--- config.mk ---
export PLATFORM = sky130hd
export DESIGN_NAME = game_state_fsm_flat
export DESIGN_NICKNAME = d
export VERILOG_FILES = /design/src/rtl/game_state_pkg.sv /design/src/rtl/game_state_fsm_if.sv /design/src/rtl/game_state_fsm_rise_edge_detect.sv /design/src/rtl/game_state_fsm.sv /design/src/flat_wrapper.sv
export SDC_FILE = /design/constraint.sdc
export NUM_CORES = 1
export LEC_CHECK = 0
export BUFFER_PORTS_ARGS = -buffer_cell sky130_fd_sc_hd__buf_2
export CELL_PAD_IN_SITES_DETAIL_PLACEMENT = 1
export CELL_PAD_IN_SITES_GLOBAL_PLACEMENT = 2
export CORE_MARGIN = 5
export CORE_UTILIZATION = 38
export CTS_BUF_LIST = sky130_fd_sc_hd__clkbuf_2
export DETAILED_ROUTE_END_ITERATION = 7
export PLACE_DENSITY_LB_ADDON = 0.12
export SLEW_MARGIN = 20
export SYNTH_ARGS = -nofsm -noshare
export SYNTH_HDL_FRONTEND = slang
export SYNTH_SLANG_ARGS = --single-unit
--- constraint.sdc ---
create_clock -name clk -period 2.2 [get_ports clk]
set_input_delay 0.11 -clock clk [delete_from_list [all_inputs] [get_ports clk]]
set_output_delay 0.11 -clock clk [all_outputs]
set_load 0.01 [all_outputs]
--- src/rtl/game_state_pkg.sv ---
// Shared types and default parameters for the game sequencer.
// State encoding doubles as the screen-select code seen by the display path.
package game_state_pkg;

  typedef enum logic [2:0] {
    MENU  = 3'd0,
    CLEAR = 3'd1,
    PLAY  = 3'd2,
    OVER  = 3'd3,
    WIN   = 3'd4
  } game_state_t;

  localparam int WIN_KILLS_DEF       = 50;
  localparam int GAME_RST_CYCLES_DEF = 16;
  localparam int RESTART_HOLDOFF_DEF = 25_000_000;

  function automatic logic [1:0] bases_alive(input logic [2:0] lost);
    return 2'd3 - (2'(lost[0]) + 2'(lost[1]) + 2'(lost[2]));
  endfunction

endpackage

--- src/rtl/game_state_fsm_if.sv ---
// Bundle between the game logic core / display path and the game sequencer.
// master = core and display side, slave = sequencer.
interface game_state_fsm_if #(
  parameter int OUT_WIDTH = 8
);
  import game_state_pkg::*;

  logic                 click;
  logic                 base1_nuked;
  logic                 base2_nuked;
  logic                 base3_nuked;
  logic [OUT_WIDTH-1:0] killcount;

  logic                 game_rst;
  game_state_t          state;
  logic                 playing;
  logic                 win;
  logic [1:0]           bases_left;
  logic [OUT_WIDTH-1:0] score;
  logic [OUT_WIDTH-1:0] high_score;

  modport master (
    output click, base1_nuked, base2_nuked, base3_nuked, killcount,
    input  game_rst, state, playing, win, bases_left, score, high_score
  );

  modport slave (
    input  click, base1_nuked, base2_nuked, base3_nuked, killcount,
    output game_rst, state, playing, win, bases_left, score, high_score
  );

endinterface

--- src/rtl/game_state_fsm_rise_edge_detect.sv ---
// Registered rising-edge detector: rise pulses one cycle after din goes high.
// Latency 1 cycle; no backpressure. RESET_VAL=1 suppresses an edge for a level held through reset.
module rise_edge_detect #(
  parameter logic RESET_VAL = 1'b1
) (
  input  logic clk,
  input  logic rst,
  input  logic din,
  output logic rise
);

  logic din_q;

  always_ff @(posedge clk or negedge rst) begin
    if (!rst) begin
      din_q <= RESET_VAL;
      rise  <= 1'b0;
    end else begin
      din_q <= din;
      rise  <= din & ~din_q;
    end
  end

endmodule

--- src/rtl/game_state_fsm.sv ---
// Menu / play / game-over / win sequencer; holds the game core in reset outside PLAY, tracks scores.
// Outputs decoded from registers only (click to state change 2 cycles); no backpressure.
module game_state_fsm
  import game_state_pkg::*;
#(
  parameter int OUT_WIDTH       = 8,
  parameter int WIN_KILLS       = WIN_KILLS_DEF,
  parameter int GAME_RST_CYCLES = GAME_RST_CYCLES_DEF,
  parameter int RESTART_HOLDOFF = RESTART_HOLDOFF_DEF
) (
  input  logic              clk,
  input  logic              rst,
  game_state_fsm_if.slave   bus
);

  localparam int CNT_MAX = (GAME_RST_CYCLES > RESTART_HOLDOFF) ? GAME_RST_CYCLES : RESTART_HOLDOFF;
  localparam int CNT_W   = (CNT_MAX > 1) ? $clog2(CNT_MAX) : 1;

  localparam logic [CNT_W-1:0]     CLR_LAST   = CNT_W'(GAME_RST_CYCLES - 1);
  localparam logic [CNT_W-1:0]     HOLD_LAST  = CNT_W'(RESTART_HOLDOFF - 1);
  localparam logic [OUT_WIDTH-1:0] WIN_THRESH = OUT_WIDTH'(WIN_KILLS);

  game_state_t          state_q;
  game_state_t          state_nxt;
  logic [CNT_W-1:0]     cnt_q;
  logic                 cnt_done;
  logic [2:0]           lost_q;
  logic [2:0]           lost_nxt;
  logic                 all_lost;
  logic                 kill_win;
  logic [OUT_WIDTH-1:0] score_q;
  logic [OUT_WIDTH-1:0] high_q;
  logic                 click_rise;

  rise_edge_detect #(
    .RESET_VAL (1'b1)
  ) u_click_edge (
    .clk  (clk),
    .rst  (rst),
    .din  (bus.click),
    .rise (click_rise)
  );

  // A base lost this very cycle already counts toward game over.
  assign lost_nxt = lost_q | {bus.base3_nuked, bus.base2_nuked, bus.base1_nuked};
  assign all_lost = &lost_nxt;
  assign kill_win = (bus.killcount >= WIN_THRESH);
  assign cnt_done = (state_q == CLEAR) ? (cnt_q == CLR_LAST) : (cnt_q == HOLD_LAST);

  always_ff @(posedge clk or negedge rst) begin
    if (!rst) begin
      state_q <= MENU;
    end else begin
      state_q <= state_nxt;
    end
  end

  always_comb begin
    state_nxt = state_q;
    case (state_q)
      MENU:     if (click_rise) state_nxt = CLEAR;
      CLEAR:    if (cnt_done) state_nxt = PLAY;
      PLAY: begin
        if (all_lost)      state_nxt = OVER;
        else if (kill_win) state_nxt = WIN;
      end
      OVER, WIN: if (cnt_done && click_rise) state_nxt = CLEAR;
      default:  state_nxt = MENU;
    endcase
  end

  always_comb begin
    bus.game_rst = 1'b1;
    bus.playing  = 1'b0;
    bus.win      = 1'b0;
    case (state_q)
      PLAY: begin
        bus.game_rst = 1'b0;
        bus.playing  = 1'b1;
      end
      WIN:     bus.win = 1'b1;
      default: ;
    endcase
  end

  assign bus.state      = state_q;
  assign bus.bases_left = bases_alive(lost_q);
  assign bus.score      = score_q;
  assign bus.high_score = high_q;

  // Shared counter: restarts on every state change and saturates at the active limit.
  always_ff @(posedge clk or negedge rst) begin
    if (!rst) begin
      cnt_q <= '0;
    end else if (state_nxt != state_q) begin
      cnt_q <= '0;
    end else if ((state_q == CLEAR || state_q == OVER || state_q == WIN) && !cnt_done) begin
      cnt_q <= cnt_q + CNT_W'(1);
    end
  end

  always_ff @(posedge clk or negedge rst) begin
    if (!rst) begin
      lost_q  <= '0;
      score_q <= '0;
      high_q  <= '0;
    end else if (state_q == CLEAR && state_nxt == PLAY) begin
      lost_q  <= '0;
      score_q <= '0;
    end else if (state_q == PLAY) begin
      lost_q  <= lost_nxt;
      score_q <= bus.killcount;
      if (state_nxt != PLAY && bus.killcount > high_q) begin
        high_q <= bus.killcount;
      end
    end
  end

endmodule

--- src/flat_wrapper.sv ---
// flat-port wrapper written by rule: the top's interface ports become plain ports
module game_state_fsm_flat import game_state_pkg::*;
#(
  parameter int OUT_WIDTH       = 8,
  parameter int WIN_KILLS       = WIN_KILLS_DEF,
  parameter int GAME_RST_CYCLES = GAME_RST_CYCLES_DEF,
  parameter int RESTART_HOLDOFF = RESTART_HOLDOFF_DEF
)
  (clk, rst, bus_click, bus_base1_nuked, bus_base2_nuked, bus_base3_nuked, bus_killcount, bus_game_rst, bus_state, bus_playing, bus_win, bus_bases_left, bus_score, bus_high_score);
  game_state_fsm_if #(.OUT_WIDTH(OUT_WIDTH)) bus_i ();
  input  logic clk;
  input  logic rst;
  input wire logic [$bits(bus_i.click)-1:0] bus_click;
  input wire logic [$bits(bus_i.base1_nuked)-1:0] bus_base1_nuked;
  input wire logic [$bits(bus_i.base2_nuked)-1:0] bus_base2_nuked;
  input wire logic [$bits(bus_i.base3_nuked)-1:0] bus_base3_nuked;
  input wire logic [$bits(bus_i.killcount)-1:0] bus_killcount;
  output wire logic [$bits(bus_i.game_rst)-1:0] bus_game_rst;
  output wire logic [$bits(bus_i.state)-1:0] bus_state;
  output wire logic [$bits(bus_i.playing)-1:0] bus_playing;
  output wire logic [$bits(bus_i.win)-1:0] bus_win;
  output wire logic [$bits(bus_i.bases_left)-1:0] bus_bases_left;
  output wire logic [$bits(bus_i.score)-1:0] bus_score;
  output wire logic [$bits(bus_i.high_score)-1:0] bus_high_score;
  assign bus_i.click = bus_click;
  assign bus_i.base1_nuked = bus_base1_nuked;
  assign bus_i.base2_nuked = bus_base2_nuked;
  assign bus_i.base3_nuked = bus_base3_nuked;
  assign bus_i.killcount = bus_killcount;
  assign bus_game_rst = bus_i.game_rst;
  assign bus_state = bus_i.state;
  assign bus_playing = bus_i.playing;
  assign bus_win = bus_i.win;
  assign bus_bases_left = bus_i.bases_left;
  assign bus_score = bus_i.score;
  assign bus_high_score = bus_i.high_score;
  game_state_fsm #(.OUT_WIDTH(OUT_WIDTH), .WIN_KILLS(WIN_KILLS), .GAME_RST_CYCLES(GAME_RST_CYCLES), .RESTART_HOLDOFF(RESTART_HOLDOFF)) u_core (.clk(clk), .rst(rst), .bus(bus_i));
endmodule
==> results of run 1 <==
-- registers in the layout, summed over array words and instances, names as in the netlist --
signal,count
u_core.cnt_q,25
u_core.bus.high_score,8
u_core.bus.score,8
u_core.bus.state,3
u_core.lost_q,3
u_core.u_click_edge.din_q,1
u_core.u_click_edge.rise,1
-- layout make-up --
| type | instances | area (sq um) | share of cell area, % |
|---|---|---|---|
| clock inverter | 2 | 11.3 | 0.327 |
| timing repair buffer | 75 | 515 | 15.0 |
| clock buffer | 6 | 30.0 | 0.872 |
| inverter | 17 | 63.8 | 1.85 |
| sequential | 49 | 1230 | 35.6 |
| multi-input combinational | 209 | 1470 | 42.7 |
| tap | 99 | 124 | 3.60 |
-- timing repair --
action                                  in CTS  in global routing
endpoints found under the setup margin       0                  2
hold buffers                                13                  0
hold endpoints to repair                    46                  0
resized for setup                            0                  1
buffers inserted                             0                  0
-- power groups by stage --
stage | Combinational, mW | Clock (mW) | Sequential [mW]
final | 0.0889 | 0.381 | 0.907
after global routing | 0.102 | 0.441 | 0.908
after CTS | 0.0911 | 0.395 | 0.907
after detailed placement | 0.0734 | 0 | 0.921
after global placement | 0.0714 | 0 | 0.921
after floorplan | 0.0223 | 0 | 0.921
-- layout by cell type, fill, tap and decap left out, types with 5 or more instances in the layout --
cell           count
a211oi_1          11
a21oi_1           18
and3_1             5
and4_1             5
buf_2             37
buf_4             24
clkbuf_2           6
dfrtp_1           48
dlygate4sd3_1     13
ha_1               9
inv_1             17
mux2_2             9
mux2i_1           11
nand2_1            9
nand3_1            8
nand4_1            9
nor2_1            33
o211ai_1           6
o21ai_0           13
o31ai_1            5
xnor2_1           12
-- per-stage QoR --
step                area (sq um)  hold WS, ns  power (mW)
global placement            3270        0.158       0.992
finish                      3440        0.203        1.38
detailed placement          3270        0.160       0.994
CTS                         3440        0.181        1.39
global route                3440        0.164        1.45
floorplan                   2820       -0.186       0.943
-- worst max-delay path by stage --
stage	from	end	slack (ns)	depth (start not counted)
5_1_grt	u_core.bus.high_score[1]$_DFFE_PN0P_	u_core.bus.high_score[6]$_DFFE_PN0P_	0.01	7
3_3_place_gp	u_core.cnt_q[0]$_DFFE_PN0P_	u_core.cnt_q[15]$_DFFE_PN0P_	0.19	7
4_1_cts	u_core.cnt_q[0]$_DFFE_PN0P_	u_core.cnt_q[15]$_DFFE_PN0P_	0.09	7
2_1_floorplan	u_core.bus.state[0]$_DFF_PN0_	u_core.bus.state[1]$_DFF_PN0_	0.23	6
3_5_place_dp	u_core.cnt_q[0]$_DFFE_PN0P_	u_core.cnt_q[15]$_DFFE_PN0P_	0.10	7
6_report	u_core.cnt_q[0]$_DFFE_PN0P_	u_core.cnt_q[15]$_DFFE_PN0P_	0.11	7
-- logic make-up (layout without fill, tap and decap cells) --
group / Yosys count / after routing
adder cells (fa/ha/maj): 10 / 10
multiplexers: 20 / 20
AO/OA/AOI/OAI: 72 / 72
buffers and inverters: 28 / 100
flip-flops: 49 / 49
XOR/XNOR: 12 / 12
AND/OR/NAND/NOR: 95 / 95
-- layer usage --
layer / vias to the layer above / track usage [%] / wire length [um]
li1: 1197 / - / -
met1: 1205 / 24.6 / 3670
met2: 25 / 29.9 / 3640
met5: - / 0 / 0
met4: 0 / 3.55 / 38
met3: 2 / 3.28 / 180
==> impl_metrics.env, run 1 <==
export IMPL_worstRegToRegCells=7
export IMPL_crit_family="compound AO/OA/AOI/OAI gates"
export IMPL_cap_violations=0
export IMPL_vias=2429
export IMPL_worst_slack_ns=0.111
export IMPL_yosys_warnings=0
export IMPL_synthMuxAreaShare_pct=7.50
export IMPL_cts_sinks=49
export IMPL_setup_viol=0
export IMPL_avgSynthCellArea_sq_um=9.85
export IMPL_synth_fa_ha_area_share_pct=4.71
export IMPL_drtIter0Drc=92
export IMPL_final_nets=381
export IMPL_yosys_area_share_simple_pct=19.0
export IMPL_p_sw_uw=351
export IMPL_relSlewSlack_pct=58.3
export IMPL_cts_buffers=5
export IMPL_hold_violations=0
export IMPL_grt_pass1_wl_mm=12.8
export IMPL_globalplace_congestion=0.787
export IMPL_synthesis_instances=286
export IMPL_fin_cells=457
export IMPL_cts_max_level=2
export IMPL_first_pass_iters=4
export IMPL_synth_most_common_cell="dfrtp_1"
export IMPL_coreArea_sq_mm=0.00725
export IMPL_grt_overflow=0
export IMPL_ys_seq_elements=49
export IMPL_start_kind="flip-flop"
export IMPL_synth_top_family_by_area="simple AND/OR/NAND/NOR gates"
export IMPL_antenna_cells=0
export IMPL_die_y_um=96.1
export IMPL_ant_nets=0
export IMPL_viasPerCell=5.32
export IMPL_n_fill_cell=873
export IMPL_worstMarginPinSlew_ns=0.625
export IMPL_synth_edf_count=0
export IMPL_synth_cell_types=49
export IMPL_totalNegativeSetupSlack_ns=0
export IMPL_leakage_nw=1.55
export IMPL_cts_buffer_depth=2
export IMPL_r2r_setup_slack_ns=0.11
export IMPL_r2r_start="u_core.cnt_q[0]$_DFFE_PN0P_"
export IMPL_post_place_cells=436
export IMPL_io_buffers=37
export IMPL_path_clk_slew_ns=0.27
export IMPL_antenna_found_initial=0
export IMPL_worst_clock_skew_ns=0.0151
export IMPL_outcome="finished, final reports clean"
export IMPL_root_buffer="clkbuf_2"
export IMPL_crit_fanout=12
export IMPL_tritoncts="built"
export IMPL_p_per_area_mw_per_mm2=400
export IMPL_ys_seq_area_share_pct=43.6
export IMPL_wire_per_inst_um=16.5
export IMPL_grt_pass1_vias=2564
export IMPL_die_x_um=96.1
export IMPL_synth_common_cells="dfrtp_1, nor2_1, a21oi_1"
export IMPL_netlist_area_sq_mm=0.00282
export IMPL_grt_setup_unrepaired="no"
export IMPL_sw_frac_of_total_pct=25.5
export IMPL_synth_top_area_cell="dfrtp_1"
export IMPL_final_core_util_pct=47.5
export IMPL_cp_required_ns=2.54
export IMPL_hold_path_class="in2async"
export IMPL_peakVddDrop_uv=206
export IMPL_combPwrFrac_pct=6.5
export IMPL_synth_area_leaders="dfrtp_1, nor2_1, ha_1"
export IMPL_clockPowerShare_pct=27.7
export IMPL_grt_use_total_pct=18.0
export IMPL_synth_xor_area_share_pct=3.73
export IMPL_end_kind="flip-flop"
export IMPL_yosysTopAreaCellShare_pct=42.6
export IMPL_start_util_pct=38.8
export IMPL_clock_latency_ns=0.42
export IMPL_dpl_hpwl_mm=5.65
export IMPL_crit_chain="ha_1, and3_1, o2111a_1, buf_4, a2111oi_1, xnor2_1, nor2_1"
export IMPL_drive_gt1_share_pct=24.6
export IMPL_fmax_mhz=479
export IMPL_crit_buf_inv=1
export IMPL_pwr_share_seq_pct=65.9
export IMPL_pre_cts_ws_ns=0.100
export IMPL_final_period_utilization_pct=94.9
export IMPL_critPathSlowestCell="dfrtp_1"
export IMPL_synth_compound_area_share_pct=17.3
export IMPL_grt_max_degree=27
export IMPL_period_minus_slack_ns=2.09
export IMPL_synth_async_reset_ratio_pct=100
export IMPL_report_final_slew_viol_count=0
export IMPL_drc=0
export IMPL_cp_arrival_ns=2.43
export IMPL_syn_nets=310
export IMPL_io_pins=38
export IMPL_syn2layout_area_growth_pct=22.2
export IMPL_reg2reg_to="u_core.cnt_q[15]$_DFFE_PN0P_"
export IMPL_p_int_mw=1.03
export IMPL_drt_wl_total_mm=7.53
export IMPL_synth_main_ff_cell="dfrtp_1"
export IMPL_max_stage_delay_ns=0.47
export IMPL_dieArea_sq_mm=0.00924
export IMPL_critical_path_class="reg2reg"
export IMPL_rows=31
Note: power is estimated with default switching activity, not from simulation.
==> run 2, diff against run 1 <==
--- a/config.mk
+++ b/config.mk
@@ -13,6 +13,7 @@
 export CTS_BUF_LIST = sky130_fd_sc_hd__clkbuf_2
 export DETAILED_ROUTE_END_ITERATION = 7
 export PLACE_DENSITY_LB_ADDON = 0.12
+export RECOVER_POWER = 100
 export SLEW_MARGIN = 20
 export SYNTH_ARGS = -nofsm -noshare
 export SYNTH_HDL_FRONTEND = slang
==> run 2 against run 1 <==
The run now ends with max-capacitance violations, max-slew violations left. Total power about the same. Non-clock buffer count unchanged. Critical path depth unchanged. Largest cell class unchanged.
==> impl_metrics.env, run 2 (synthesis results as in run 1) <==
export IMPL_fmax_mhz=476
export IMPL_cts_sinks=49
export IMPL_cts_buffers=5
export IMPL_first_pass_iters=4
export IMPL_p_per_area_mw_per_mm2=404
export IMPL_cp_arrival_ns=2.44
export IMPL_viasPerCell=5.30
export IMPL_cp_required_ns=2.54
export IMPL_final_cell_mix="dfrtp_1, nor2_1, clkbuf_1, buf_4, a21oi_1"
export IMPL_io_pins=38
export IMPL_die_x_um=96.1
export IMPL_vias=2420
export IMPL_antenna_found_initial=0
export IMPL_tritoncts="built"
export IMPL_worst_clock_skew_ns=0.0137
export IMPL_final_nets=381
export IMPL_leakage_nw=1.45
export IMPL_io_buffers=37
export IMPL_antenna_cells=0
export IMPL_worst_slack_ns=0.100
export IMPL_crit_buf_inv=1
export IMPL_final_period_utilization_pct=95.5
export IMPL_coreArea_sq_mm=0.00725
export IMPL_grt_max_degree=27
export IMPL_drtIter0Drc=81
export IMPL_end_kind="flip-flop"
export IMPL_start_kind="flip-flop"
export IMPL_grt_pass1_wl_mm=12.8
export IMPL_cts_buffer_depth=2
export IMPL_critical_path_class="reg2reg"
export IMPL_peakVddDrop_uv=205
export IMPL_layout_commonest_cell="dfrtp_1"
export IMPL_root_buffer="clkbuf_2"
export IMPL_grt_overflow=0
export IMPL_max_stage_delay_ns=0.46
export IMPL_critPathSlowestCell="dfrtp_1"
export IMPL_syn2layout_area_growth_pct=20.7
export IMPL_postLayoutCellArea_sq_mm=0.00340
export IMPL_outcome="finished with violations"
export IMPL_relSlewSlack_pct=-0.148
export IMPL_largest_register_ffs=25
export IMPL_totalNegativeSetupSlack_ns=0
export IMPL_post_cts_setup_buffers=0
export IMPL_clock_latency_ns=0.42
export IMPL_cap_violations=1
export IMPL_hold_path_class="in2reg"
export IMPL_report_final_slew_viol_count=25
export IMPL_drive_gt1_share_pct=17.6
export IMPL_worstMarginPinSlew_ns=1.50
export IMPL_drt_wl_total_mm=7.53
export IMPL_pre_cts_ws_ns=0.100
export IMPL_globalplace_congestion=0.787
export IMPL_grt_pass1_vias=2564
export IMPL_period_minus_slack_ns=2.10
export IMPL_crit_family="compound AO/OA/AOI/OAI gates"
export IMPL_start_util_pct=38.8
export IMPL_ant_nets=0
export IMPL_n_fill_cell=894
export IMPL_top_register="u_core.cnt_q"
export IMPL_wire_per_inst_um=16.5
export IMPL_hold_violations=0
export IMPL_dieArea_sq_mm=0.00924
export IMPL_die_y_um=96.1
export IMPL_crit_chain="ha_1, and3_1, o2111a_1, buf_4, a2111oi_1, xnor2_1, nor2_1"
export IMPL_path_clk_slew_ns=0.25
export IMPL_placed_area_sq_mm=0.00327
export IMPL_dpl_hpwl_mm=5.65
export IMPL_grt_use_total_pct=18.0
export IMPL_drc=0
export IMPL_cts_max_level=2
export IMPL_violations="max-capacitance violations, max-slew violations"
export IMPL_crit_fanout=12
export IMPL_rows=31
export IMPL_grt_setup_unrepaired="no"
export IMPL_setup_viol=0
run 2: cell types whose count changed in the layout (fill, tap and decap cells not counted), sizes merged:
cell and change:
buf -26, clkbuf +26
run 2: path summary, 6_finish.rpt:
kind / startpoint / to / slack (ns) / depth (start not counted)
max in group asynchronous: rst / u_core.u_click_edge.din_q$_DFF_PN1_ / 0.77 / 3
min reg2reg: u_core.cnt_q[2]$_DFFE_PN0P_ / u_core.cnt_q[2]$_DFFE_PN0P_ / 0.53 / 1
min: bus_click / u_core.u_click_edge.din_q$_DFF_PN1_ / 0.31 / 2
max: u_core.cnt_q[0]$_DFFE_PN0P_ / u_core.cnt_q[15]$_DFFE_PN0P_ / 0.10 / 7
max reg2reg: u_core.cnt_q[0]$_DFFE_PN0P_ / u_core.cnt_q[15]$_DFFE_PN0P_ / 0.10 / 7
min in group asynchronous: rst / u_core.bus.high_score[4]$_DFFE_PN0P_ / 0.55 / 2
run 2: repair_timing:
| action | 4_1_cts | 5_1_grt |
|---|---|---|
| resized for setup | 0 | 1 |
| endpoints found under the hold margin | 46 | 0 |
| hold buffers | 13 | 0 |
| setup endpoints to repair | 0 | 2 |
run 2: metal layers:
metal / track usage [%] / wire, um / up-vias
met4: 3.55 / 38 / 0
li1: - / - / 1196
met1: 24.6 / 3670 / 1195
met2: 29.9 / 3620 / 27
met3: 3.28 / 195 / 2
met5: 0 / 0 / -
run 2: cell type report:
| cell class | instances | area (sq um) | share of cell area (%) |
|---|---|---|---|
| multi-input combinational | 209 | 1470 | 43.3 |
| inverter | 17 | 63.8 | 1.88 |
| clock inverter | 2 | 11.3 | 0.331 |
| sequential | 49 | 1230 | 36.1 |
| tap | 99 | 124 | 3.64 |
| clock buffer | 6 | 30.0 | 0.883 |
| timing repair buffer | 75 | 474 | 13.9 |
run 2: worst register-to-register path: stages (launching register included):
cell       delay [ns]
dfrtp_1          0.46
ha_1             0.22
and3_1           0.24
o2111a_1         0.21
buf_4            0.20
a2111oi_1        0.46
xnor2_1          0.17
nor2_1           0.06
run 2: power by group:
group	switching, mW	leakage (nW)	internal, mW	total, mW
clock	0.301	0.0266	0.0793	0.380
sequential	0.000918	0.650	0.906	0.907
combinational	0.0483	0.774	0.0402	0.0885
run 2: through the flow:
stage	util [%]	hold slack, ns	total power, mW	std cells
finish	46.9	0.306	1.38	457
CTS	47.5	0.181	1.39	457
floorplan	-	-0.186	0.943	286
global placement	45.1	0.158	0.992	436
global route	46.9	0.265	1.45	457
detailed placement	45.1	0.160	0.994	436
